File: config.mk
export PLATFORM = sky130hd
export DESIGN_NAME = drug_pump_actuator
export DESIGN_NICKNAME = d
export VERILOG_FILES = /design/src/rtl/drug_pump_actuator.sv
export SDC_FILE = /design/constraint.sdc
export NUM_CORES = 1
export LEC_CHECK = 0
export ABC_AREA = 1
export CORE_MARGIN = 2
export CORE_UTILIZATION = 59
export CTS_BUF_LIST = sky130_fd_sc_hd__clkbuf_16
export DETAILED_ROUTE_END_ITERATION = 10
export GPL_TIMING_DRIVEN = 0
export PLACE_DENSITY = 0.86
export SYNTH_ARGS = -nofsm -noshare
export SYNTH_HDL_FRONTEND = slang
export SYNTH_SLANG_ARGS = --single-unit
File: constraint.sdc
create_clock -name clk -period 2.2 [get_ports clk]
set_input_delay 0.44 -clock clk [delete_from_list [all_inputs] [get_ports clk]]
set_output_delay 0.44 -clock clk [all_outputs]
set_load 0.03 [all_outputs]
File: src/rtl/drug_pump_actuator.sv
// drug_pump_actuator: turns a latched dosage into a timed train of pump step pulses,
// with CPR abort, post-delivery lockout and progress/completion reporting.
// Optional macro DOSE_LOG_EN adds total_units, a saturating count of units delivered since reset.
module drug_pump_actuator #(
  parameter int unsigned PULSES_PER_UNIT = 8,
  parameter int unsigned PULSE_HI        = 4,
  parameter int unsigned PULSE_LO        = 12,
  parameter int unsigned LOCKOUT_CYCLES  = 1000,
  parameter int unsigned MAX_DOSE        = 4
) (
  input  logic        clk,
  input  logic        rst,
  input  logic        drug_delivery_activate,
  input  logic [3:0]  drug_dosage,
  input  logic        cpr_activate,
  output logic        pump_step,
  output logic        busy,
  output logic        lockout,
  output logic [3:0]  delivered_units,
  output logic        dose_done,
`ifdef DOSE_LOG_EN
  output logic        aborted,
  output logic [15:0] total_units
`else
  output logic        aborted
`endif
);

  typedef enum logic [1:0] {IDLE, STEP_HI, STEP_LO, LOCKOUT} state_t;

  // One phase counter serves the high, low and lockout intervals.
  localparam int unsigned HL_MAX  = (PULSE_HI > PULSE_LO) ? PULSE_HI : PULSE_LO;
  localparam int unsigned CNT_MAX = (HL_MAX > LOCKOUT_CYCLES) ? HL_MAX : LOCKOUT_CYCLES;
  localparam int          CW      = $clog2(CNT_MAX + 1);
  localparam logic [11:0] PPU_W   = 12'(PULSES_PER_UNIT);

  state_t        state, state_nx;
  logic [CW-1:0] phase, phase_nx;
  logic [11:0]   pulse_cnt, pulse_nx;   // 15*255 pulses fit without wrap
  logic [7:0]    unit_sub, unit_sub_nx; // pulses into the current unit
  logic [3:0]    dose, dose_nx;
  logic [3:0]    units_nx;
  logic          done_nx, abort_nx;
  logic          act_hist;
  logic          req;
  logic [11:0]   target;

  assign req     = drug_delivery_activate & ~act_hist;
  assign target  = {8'd0, dose} * PPU_W;
  assign busy    = (state == STEP_HI) || (state == STEP_LO);
  assign lockout = (state == LOCKOUT);

  // Next-state and datapath decisions; an abort beats a pulse completing on the same edge.
  always_comb begin
    state_nx    = state;
    phase_nx    = phase;
    pulse_nx    = pulse_cnt;
    unit_sub_nx = unit_sub;
    dose_nx     = dose;
    units_nx    = delivered_units;
    done_nx     = 1'b0;
    abort_nx    = 1'b0;
    case (state)
      IDLE: begin
        if (req && !cpr_activate && (drug_dosage != 4'd0)) begin
          state_nx    = STEP_HI;
          phase_nx    = '0;
          pulse_nx    = '0;
          unit_sub_nx = '0;
          dose_nx     = (drug_dosage > 4'(MAX_DOSE)) ? 4'(MAX_DOSE) : drug_dosage;
          units_nx    = '0;
        end
      end
      STEP_HI: begin
        if (cpr_activate) begin
          state_nx = LOCKOUT;
          phase_nx = '0;
          abort_nx = 1'b1;
        end else if (phase == CW'(PULSE_HI - 1)) begin
          state_nx = STEP_LO;
          phase_nx = '0;
        end else begin
          phase_nx = phase + 1'b1;
        end
      end
      STEP_LO: begin
        if (cpr_activate) begin
          state_nx = LOCKOUT;
          phase_nx = '0;
          abort_nx = 1'b1;
        end else if (phase == CW'(PULSE_LO - 1)) begin
          phase_nx = '0;
          pulse_nx = pulse_cnt + 12'd1;
          if (unit_sub == 8'(PULSES_PER_UNIT - 1)) begin
            unit_sub_nx = '0;
            units_nx    = delivered_units + 4'd1;
          end else begin
            unit_sub_nx = unit_sub + 8'd1;
          end
          if (pulse_nx == target) begin
            state_nx = LOCKOUT;
            done_nx  = 1'b1;
          end else begin
            state_nx = STEP_HI;
          end
        end else begin
          phase_nx = phase + 1'b1;
        end
      end
      LOCKOUT: begin
        if (phase == CW'(LOCKOUT_CYCLES - 1)) begin
          state_nx = IDLE;
          phase_nx = '0;
        end else begin
          phase_nx = phase + 1'b1;
        end
      end
      default: state_nx = IDLE;
    endcase
  end

  // State, counters and registered outputs; history resets high so a held level is not a request.
  always_ff @(posedge clk or posedge rst) begin
    if (rst) begin
      state           <= IDLE;
      phase           <= '0;
      pulse_cnt       <= '0;
      unit_sub        <= '0;
      dose            <= '0;
      delivered_units <= '0;
      dose_done       <= 1'b0;
      aborted         <= 1'b0;
      pump_step       <= 1'b0;
      act_hist        <= 1'b1;
    end else begin
      state           <= state_nx;
      phase           <= phase_nx;
      pulse_cnt       <= pulse_nx;
      unit_sub        <= unit_sub_nx;
      dose            <= dose_nx;
      delivered_units <= units_nx;
      dose_done       <= done_nx;
      aborted         <= abort_nx;
      pump_step       <= (state_nx == STEP_HI);
      act_hist        <= drug_delivery_activate;
    end
  end

`ifdef DOSE_LOG_EN
  // Cumulative unit log: follows each unit increment (5-bit compare so a restart from 15 is not counted).
  always_ff @(posedge clk or posedge rst) begin
    if (rst) begin
      total_units <= '0;
    end else if (({1'b0, units_nx} == ({1'b0, delivered_units} + 5'd1)) && (total_units != 16'hFFFF)) begin
      total_units <= total_units + 16'd1;
    end
  end
`endif

endmodule
# Yosys cells after proc, flatten, opt, wreduce, memory -nomap -nowiden
# Index checks and enable logic that the tools add are counted.
totals:
  regBits: 44
  input_bits: 8
classes:
  n_addsub: 4
  magnitude_cmp: 1
  n_eq_ne: 13
  mux: 36
  n_bitwise: 2
  n_reduce_logical: 11
op_table:
  columns: ["op", "count"]
  rows:
  - ["$mux 10", 6]
  - ["$pmux 10 s4", 1]
  - ["$mux 12", 3]
  - ["$mux 8", 4]
  - ["$pmux 12 s2", 1]
  - ["$mux 4", 5]
  - ["$pmux 8 s2", 1]
  - ["$mux 2", 7]
  - ["$add 12x1->12 const B", 1]
  - ["$eq 12x7->1", 1]
  - ["$add 10x1->10 const B", 1]
  - ["$eq 10x10->1 const B", 1]
  - ["$eq 10x2->1 const B", 1]
  - ["$eq 10x4->1 const B", 1]
  - ["$add 8x1->8 const B", 1]
  - ["$eq 8x3->1 const B", 1]
  - ["$pmux 2 s4", 1]
  - ["$pmux 4 s2", 1]
  - ["$mux 1", 6]
  - ["$reduce_and 5->1", 1]
  - ["$add 4x1->4 const B", 1]
  - ["$eq 2x1->1 const B", 2]
  - ["$eq 2x2->1 const B", 2]
  - ["$gt 4x3->1 const B", 1]
  - ["13 further kinds", 16]

# Longest topological paths before layout
# Gate-level depths: netlist (run 1).
depth:
  depth_word: 7
  mapped_depth: 17
  ltp_nobuf: 16

# Worst setup path after synthesis (run 1)
# No wires, ideal clock.
synth_timing:
  kind: "reg-to-reg"
  from: "reg state[0]"
  to: "reg unit_sub[4]"
  setup_ns: 0.126
  arrival_ns: 1.819
  required_time_ns: 2.074
  path_slack_ns: 0.255
  stages_incl_launch_ff: 12
  period_less_slack_ns: 1.945
  cell_sequence: "dfrtp_1 -> inv_1 -> ha_1 -> buf_2 -> inv_1 -> nor2_1 -> a21oi_1 -> or2_4 -> buf_6 -> nor3_2 -> xor2_1 -> a21oi_1"
synth_between:
  elab_chain_cells: 3
  word_cells_on_any_way: 8
  cone_classes: "eq/ne: 4; mux: 1; reduce/logical: 3"
synth_lines:
  columns: ["item", "line_no", "rtl"]
  rows:
  - ["start, declared", "37", "state_t state, state_nx;"]
  - ["start signal, assigned", "136", "state <= state_nx;"]
  - ["$eq 2x2->1 or $logic_not 2->1 (tied branches)", "63", "case (state)"]
  - ["$ne 2x1->1 (no line) (tied with other cells)", null, null]
  - ["$reduce_and 4->1 (no line)", null, null]
  - ["end signal, assigned", "139", "unit_sub <= unit_sub_nx;"]
  - ["end, declared", "40", "logic [7:0] unit_sub, unit_sub_nx;"]
# Parallel ways exist; a longest one is shown, timed or not.
# A chain may end at the register's enable or synchronous reset.

# Worst setup path after layout (run 1)
layout_timing:
  from: "in drug_delivery_activate"
  to: "reg unit_sub[4]"
layout_between:
  elab_chain_cells: 5
layout_lines:
  columns: ["item", "line_no", "rtl"]
  rows:
  - ["start, declared", "13", "input logic drug_delivery_activate,"]
  - ["$and 1x1->1", "48", "assign req = drug_delivery_activate & ~act_hist;"]
  - ["$logic_and 1x1->1 (2 in series)", "65", "if (req && !cpr_activate && (drug_dosage != 4'd0)) begin"]
  - ["$ne 2x2->1 (no line)", null, null]
  - ["$reduce_and 4->1 (no line)", null, null]
# Every way passes these cells.

==> impl_metrics.env, run 1 <==
export IMPL_status="finished, final reports clean"
export IMPL_cpMostUsedCell="nand2_1"
export IMPL_synth_distinct_cells=33
export IMPL_synth_area_leaders="dfrtp_1 (41%), nand2_1 (13%), inv_1 (7.4%)"
export IMPL_rows=24
export IMPL_cp_max_fo=10
export IMPL_numPlacedInstances=421
export IMPL_crit_path_cell_trace="clkdlybuf4s50_1 -> nor3b_2 -> nand2_1 -> nand2_2 -> nand2_1 -> or2_4 -> buf_6 -> nor3_2 -> xor2_1 -> a21oi_1"
export IMPL_yosysTopAreaCell="dfrtp_1"
export IMPL_finalSetupViolations=0
export IMPL_grt_pass1_wl_um=10400
export IMPL_ys_ff_latch=44
export IMPL_via_per_inst=5.57
export IMPL_numCtsBuffers=5
export IMPL_cts_root_buf="clkbuf_16"
export IMPL_wl_met1_um=2580
export IMPL_syn_inst=352
export IMPL_ir_drop_mv=0.858
export IMPL_finalHoldViolations=0
export IMPL_synth_most_common_cell="nand2_1"
export IMPL_slew_viol_final=0
export IMPL_antenna_found_initial=0
export IMPL_max_freq_mhz=486
export IMPL_instances_no_fill=429
export IMPL_drv_cap=0
export IMPL_max_slew_margin=0.669
export IMPL_p_leak_nw=1.41
export IMPL_power_density_mw_per_mm2=1010
export IMPL_cts_sinks=44
export IMPL_yosys_most_used_dff="dfrtp_1"
export IMPL_p_switching_mw=1.19
export IMPL_hold_class="input pin to async pin"
export IMPL_rsz0062_at_grt="false"
export IMPL_io_buffers=16
export IMPL_combPwrFrac=0.391
export IMPL_r2r_cells=11
export IMPL_max_stage_delay_ns=0.47
export IMPL_finClkSkew_ns=0.00518
export IMPL_synthToLayoutAreaGrowth_pct=15.9
export IMPL_worst_slew_pin_slew_ns=0.496
export IMPL_synth_warnings=0
export IMPL_core_sq_mm=0.00432
export IMPL_cts_tree="done"
export IMPL_critical_path_required_ns=2.36
export IMPL_netSwitchingFraction=0.387
export IMPL_wl_met3_um=208
export IMPL_track_usage=0.255
export IMPL_cts_hold_buf=0
export IMPL_hpwlAfterDp_um=4300
export IMPL_drive_gt1_frac=0.0796
export IMPL_grt_ovfl_total=0
export IMPL_drt_iter0_drc=158
export IMPL_worstSetupStartpoint="drug_delivery_activate"
export IMPL_top_layer_used="met4"
export IMPL_htreeDepth=2
export IMPL_crit_type="input pin to flip-flop"
export IMPL_place_congestion=0.950
export IMPL_fin_util=0.705
export IMPL_die_x_um=70.8
export IMPL_drcViolationCount=0
export IMPL_fp_dieH_um=70.8
export IMPL_intPower_mw=1.88
export IMPL_avgSynthCellArea_sq_um=7.47
export IMPL_cts_setup_buffers=0
export IMPL_synth_top_area_frac=0.409
export IMPL_synth_area_sq_mm=0.00263
export IMPL_synth_common_cells="nand2_1 (88), inv_1 (52), dfrtp_1 (43), nor2_1 (30), nand3_1 (26)"
export IMPL_async_reset_ff_frac=1.00
export IMPL_grt_max_degree=25
export IMPL_slowest_stage="clkdlybuf4s50_1"
export IMPL_synth_fp_nets=370
export IMPL_antenna_cells=0
export IMPL_wl_met2_um=2940
export IMPL_io_pin_count=17
export IMPL_cts_buffer_depth=2
export IMPL_pwr_share_seq=0.340
export IMPL_grt_pass1_vias=2440
export IMPL_period_minus_slack_ns=2.06
export IMPL_postRouteAntennaNets=0
export IMPL_startpoint_type="input pin"
export IMPL_seq_area_frac_synth=0.419
export IMPL_post_route_period_util=0.935
export IMPL_synth_edf_count=0
export IMPL_start_util=0.608
export IMPL_vias=2389
export IMPL_clk_latency_ns=0.28
export IMPL_finalNetCount=394
export IMPL_wl_um=5770
export IMPL_firstDrtPassIters=5
export IMPL_fillers=348
export IMPL_die_area_sq_mm=0.00501
export IMPL_worstSetupEndpointType="flip-flop"
export IMPL_regToRegStartpoint="state[0]"
export IMPL_critPathArrivalTime_ns=2.22
export IMPL_route_detailed_wl_per_inst_um=13.5
export IMPL_clockPowerShare=0.270
export IMPL_cts_clk_slew_worst_paths_ns=0.06
critical path: cells and delay by family:
kind / cells / cell delay, ns
AND/OR/NAND/NOR: 6 / 0.93
AO/OA/AOI/OAI: 1 / 0.06
buffers and inverters: 2 / 0.61
XOR/XNOR: 1 / 0.18
path summary, 6_finish.rpt:
check / endpoint / slack, ns
setup / recovery: unit_sub[4] / 0.14
hold / removal: pump_step / 0.49
setup reg to reg: unit_sub[4] / 0.15
hold reg to reg: unit_sub[3] / 0.51
max in group asynchronous: pulse_cnt[0] / 1.21
min in group clk: unit_sub[3] / 0.51
metal layers:
| metal | vias to the layer above | track usage |
|---|---|---|
| met5 | - | 0 |
| met4 | 0 | 0.0797 |
| met3 | 6 | 0.0413 |
| met2 | 64 | 0.458 |
| met1 | 1114 | 0.315 |
| li1 | 1205 | - |
registers in the layout, indices dropped and copies added, names as in the netlist, 2 cells and up:
register,count
pulse_cnt,12
phase,10
unit_sub,8
delivered_units,4
dose,4
state,2
timing repair:
item / CTS / global route
cloned: 0 / 0
resized for setup: 4 / 3
pin swaps: 1 / 0
setup endpoints to repair: 6 / 17
area by class of cell:
cell class,instances,area (sq um),area share
Timing Repair Buffer,17,185,0.0607
Clock buffer,5,125,0.0410
Sequential cell,44,1100,0.362
Tap cell,52,65.1,0.0213
Multi-Input combinational cell,248,1280,0.421
Inverter,53,199,0.0652
Buffer,7,51.3,0.0168
Clock inverter,3,37.5,0.0123
cell usage in the layout, fill, tap and decap left out, drive strengths merged, types with 2 or more instances in the layout:
master | synthesis | layout
a21oi | 16 | 16
a31oi | 2 | 2
buf | 6 | 6
clkbuf | 1 | 7
clkdlybuf4s50 | 0 | 14
clkinv | 0 | 2
dfrtp | 43 | 43
dlygate4sd2 | 0 | 2
ha | 10 | 10
inv | 53 | 53
nand2 | 92 | 92
nand3 | 26 | 26
nand4 | 10 | 10
nor2 | 32 | 32
nor3 | 12 | 12
nor3b | 2 | 2
nor4 | 3 | 3
o21ai | 18 | 18
o22ai | 8 | 8
o31ai | 5 | 5
xor2 | 7 | 7
power by group through the flow:
stage,clock network [mW],registers [mW],logic (mW)
finish,0.828,1.04,1.20
global route,0.877,1.06,1.35
CTS,0.843,1.04,1.20
detailed placement,0,1.05,1.20
global placement,0,1.04,1.16
floorplan,0,1.06,0.848
stage by stage:
stage	cell area, sq um	hold slack (ns)	setup slack [ns]	power [mW]	TNS [ns]
after floorplan	2630	0.444	0.255	1.91	0
after global placement	2860	0.490	-0.233	2.20	-9.31
after detailed placement	2880	0.500	-0.241	2.25	-3.51
after CTS	3050	0.508	0.0503	3.08	0
after global routing	3050	0.534	0.0197	3.29	0
final	3050	0.493	0.143	3.07	0
logic make-up after synthesis:
logic type	count (synthesis)	share of synthesized area
buffers and inverters	60	0.0942
adder cells (fa/ha/maj)	10	0.0476
flip-flops	44	0.419
XOR/XNOR	8	0.0266
AO/OA/AOI/OAI	51	0.111
AND/OR/NAND/NOR	179	0.302
Power figures use the tool's default switching activity.
==> inputs of run 2 (changes only) <==
--- a/config.mk
+++ b/config.mk
@@ -9,6 +9,7 @@
 export CORE_MARGIN = 2
 export CORE_UTILIZATION = 59
 export CTS_BUF_LIST = sky130_fd_sc_hd__clkbuf_16
+export CTS_CLUSTER_DIAMETER = 50
 export DETAILED_ROUTE_END_ITERATION = 10
 export GPL_TIMING_DRIVEN = 0
 export PLACE_DENSITY = 0.86
==> results of run 2 <==
Final layout, timing and power as in run 1 (identical DEF).
==> inputs of run 3 (changes only) <==
--- a/config.mk
+++ b/config.mk
@@ -6,12 +6,13 @@
 export NUM_CORES = 1
 export LEC_CHECK = 0
 export ABC_AREA = 1
-export CORE_MARGIN = 2
+export CORE_MARGIN = 10
 export CORE_UTILIZATION = 59
 export CTS_BUF_LIST = sky130_fd_sc_hd__clkbuf_16
 export CTS_CLUSTER_DIAMETER = 50
 export DETAILED_ROUTE_END_ITERATION = 10
 export GPL_TIMING_DRIVEN = 0
+export MAX_ROUTING_LAYER = met4
 export PLACE_DENSITY = 0.86
 export SYNTH_ARGS = -nofsm -noshare
 export SYNTH_HDL_FRONTEND = slang
==> impl_metrics.env, run 3 (synthesized netlist as in run 1, its figures left out) <==
export IMPL_io_pin_count=17
export IMPL_htreeDepth=2
export IMPL_io_buffers=16
export IMPL_track_usage=0.171
export IMPL_drt_iter0_drc=209
export IMPL_firstDrtPassIters=5
export IMPL_finalSetupViolations=0
export IMPL_p_leak_nw=1.44
export IMPL_synthToLayoutAreaGrowth_pct=16.9
export IMPL_core_sq_mm=0.00432
export IMPL_grt_ovfl_total=0
export IMPL_cts_clk_slew_worst_paths_ns=0.06
export IMPL_largest_reg_flops=12
export IMPL_antenna_found_initial=0
export IMPL_finalNetCount=396
export IMPL_wl_um=6250
export IMPL_max_slew_margin=0.393
export IMPL_via_per_inst=5.69
export IMPL_critical_path_required_ns=2.36
export IMPL_antenna_cells=0
export IMPL_vias=2454
export IMPL_finalHoldWorstSlack_ns=0.295
export IMPL_crit_type="flip-flop to flip-flop"
export IMPL_die_x_um=86.8
export IMPL_numCtsBuffers=5
export IMPL_finClkSkew_ns=0.00537
export IMPL_rsz0062_at_grt="false"
export IMPL_period_minus_slack_ns=2.07
export IMPL_final_common_cell="nand2_1"
export IMPL_startpoint_type="flip-flop"
export IMPL_mostFrequentLayoutCells="nand2_1 (87), inv_1 (50), dfrtp_1 (43), nor2_1 (29), nand3_1 (26)"
export IMPL_finalHoldViolations=0
export IMPL_cts_buffer_depth=2
export IMPL_rows=24
export IMPL_worstSetupEndpointType="flip-flop"
export IMPL_grt_pass1_vias=2325
export IMPL_fillers=330
export IMPL_pre_cts_ws_ns=-0.306
export IMPL_cts_tree="done"
export IMPL_post_route_worst_setup_slack_ns=0.127
export IMPL_postRouteAntennaNets=0
export IMPL_hold_depth=1
export IMPL_place_congestion=0.915
export IMPL_die_area_sq_mm=0.00753
export IMPL_reg_top3="pulse_cnt: 12 flops, phase: 10 flops, unit_sub: 8 flops"
export IMPL_start_util=0.608
export IMPL_drcViolationCount=0
export IMPL_drv_cap=0
export IMPL_hold_class="input pin to flip-flop"
export IMPL_r2r_cells=12
export IMPL_status="finished, final reports clean"
export IMPL_cts_hold_buf=0
export IMPL_power_density_mw_per_mm2=1020
export IMPL_post_route_period_util=0.942
export IMPL_instances_no_fill=431
export IMPL_grt_max_degree=45
export IMPL_critPathArrivalTime_ns=2.23
export IMPL_cts_root_buf="clkbuf_16"
export IMPL_drive_gt1_frac=0.0923
export IMPL_ir_drop_mv=0.872
export IMPL_grt_pass1_wl_um=10400
export IMPL_hpwlAfterDp_um=4450
export IMPL_cp_max_fo=10
export IMPL_numPlacedInstances=420
export IMPL_regMostFlops="pulse_cnt"
export IMPL_worst_slew_pin_slew_ns=0.909
export IMPL_fp_dieH_um=86.8
export IMPL_slew_viol_final=0
export IMPL_route_detailed_wl_per_inst_um=14.5
export IMPL_clk_latency_ns=0.28
export IMPL_max_freq_mhz=482
export IMPL_cts_sinks=44
run 3: final cells by class:
cell class              count  area (sq um)  area share
multi-input cells         248          1310       0.425
clock buffers               5           125      0.0407
well taps                  52          65.1      0.0212
clock inverters             3          38.8      0.0126
plain buffers               7          55.1      0.0179
repair buffers             19           183      0.0594
flip-flops and latches     44          1100       0.358
inverters                  53           199      0.0647
run 3: metal layers:
| metal | GRT usage | share of wire | vias up |
|---|---|---|---|
| met5 | - | 0 | - |
| met2 | 0.283 | 0.51 | 75 |
| li1 | - | - | 1212 |
| met1 | 0.207 | 0.44 | 1157 |
| met3 | 0.0338 | 0.036 | 10 |
| met4 | 0.0457 | 0.011 | 0 |
run 3: critical path, stage by stage, from the launching register on:
cell	delay (ns)
dfrtp_1	0.41
inv_2	0.10
ha_1	0.16
buf_6	0.15
inv_2	0.09
nor2_4	0.11
a21oi_1	0.06
or2_4	0.26
inv_2	0.07
buf_6	0.13
nand4_1	0.15
o21ai_2	0.20
a21oi_1	0.07
run 3: report_power, final:
part / internal, mW / switching, mW
Clock: 0.529 / 0.297
Sequential: 0.933 / 0.106
Combinational: 0.455 / 0.821
run 3: repair_timing:
item,in CTS,in global routing
gates cloned,0,0
buffers inserted,0,3
gates resized for setup,4,10
pin swaps,0,2
setup endpoints to repair,8,17
endpoints found under the hold margin,0,0
run 3: path summary, 6_finish.rpt:
| kind | from | to | slack [ns] |
|---|---|---|---|
| max | state[0] | unit_sub[5] | 0.13 |
| max reg2reg | state[0] | unit_sub[5] | 0.13 |
| max in group asynchronous | rst | pulse_cnt[0] | 0.96 |
| min in group asynchronous | rst | aborted | 0.67 |
| min | drug_delivery_activate | act_hist | 0.30 |
| min reg2reg | dose[3] | dose[3] | 0.50 |
run 3: through the flow:
step	setup TNS (ns)	total power [mW]	cell area, sq um	util
after CTS	0	3.06	3020	0.698
after global routing	0	3.34	3080	0.711
after floorplan	0	1.91	2630	-
final	0	3.14	3080	0.711
after detailed placement	-3.95	2.24	2860	0.660
after global placement	-8.52	2.21	2860	0.660
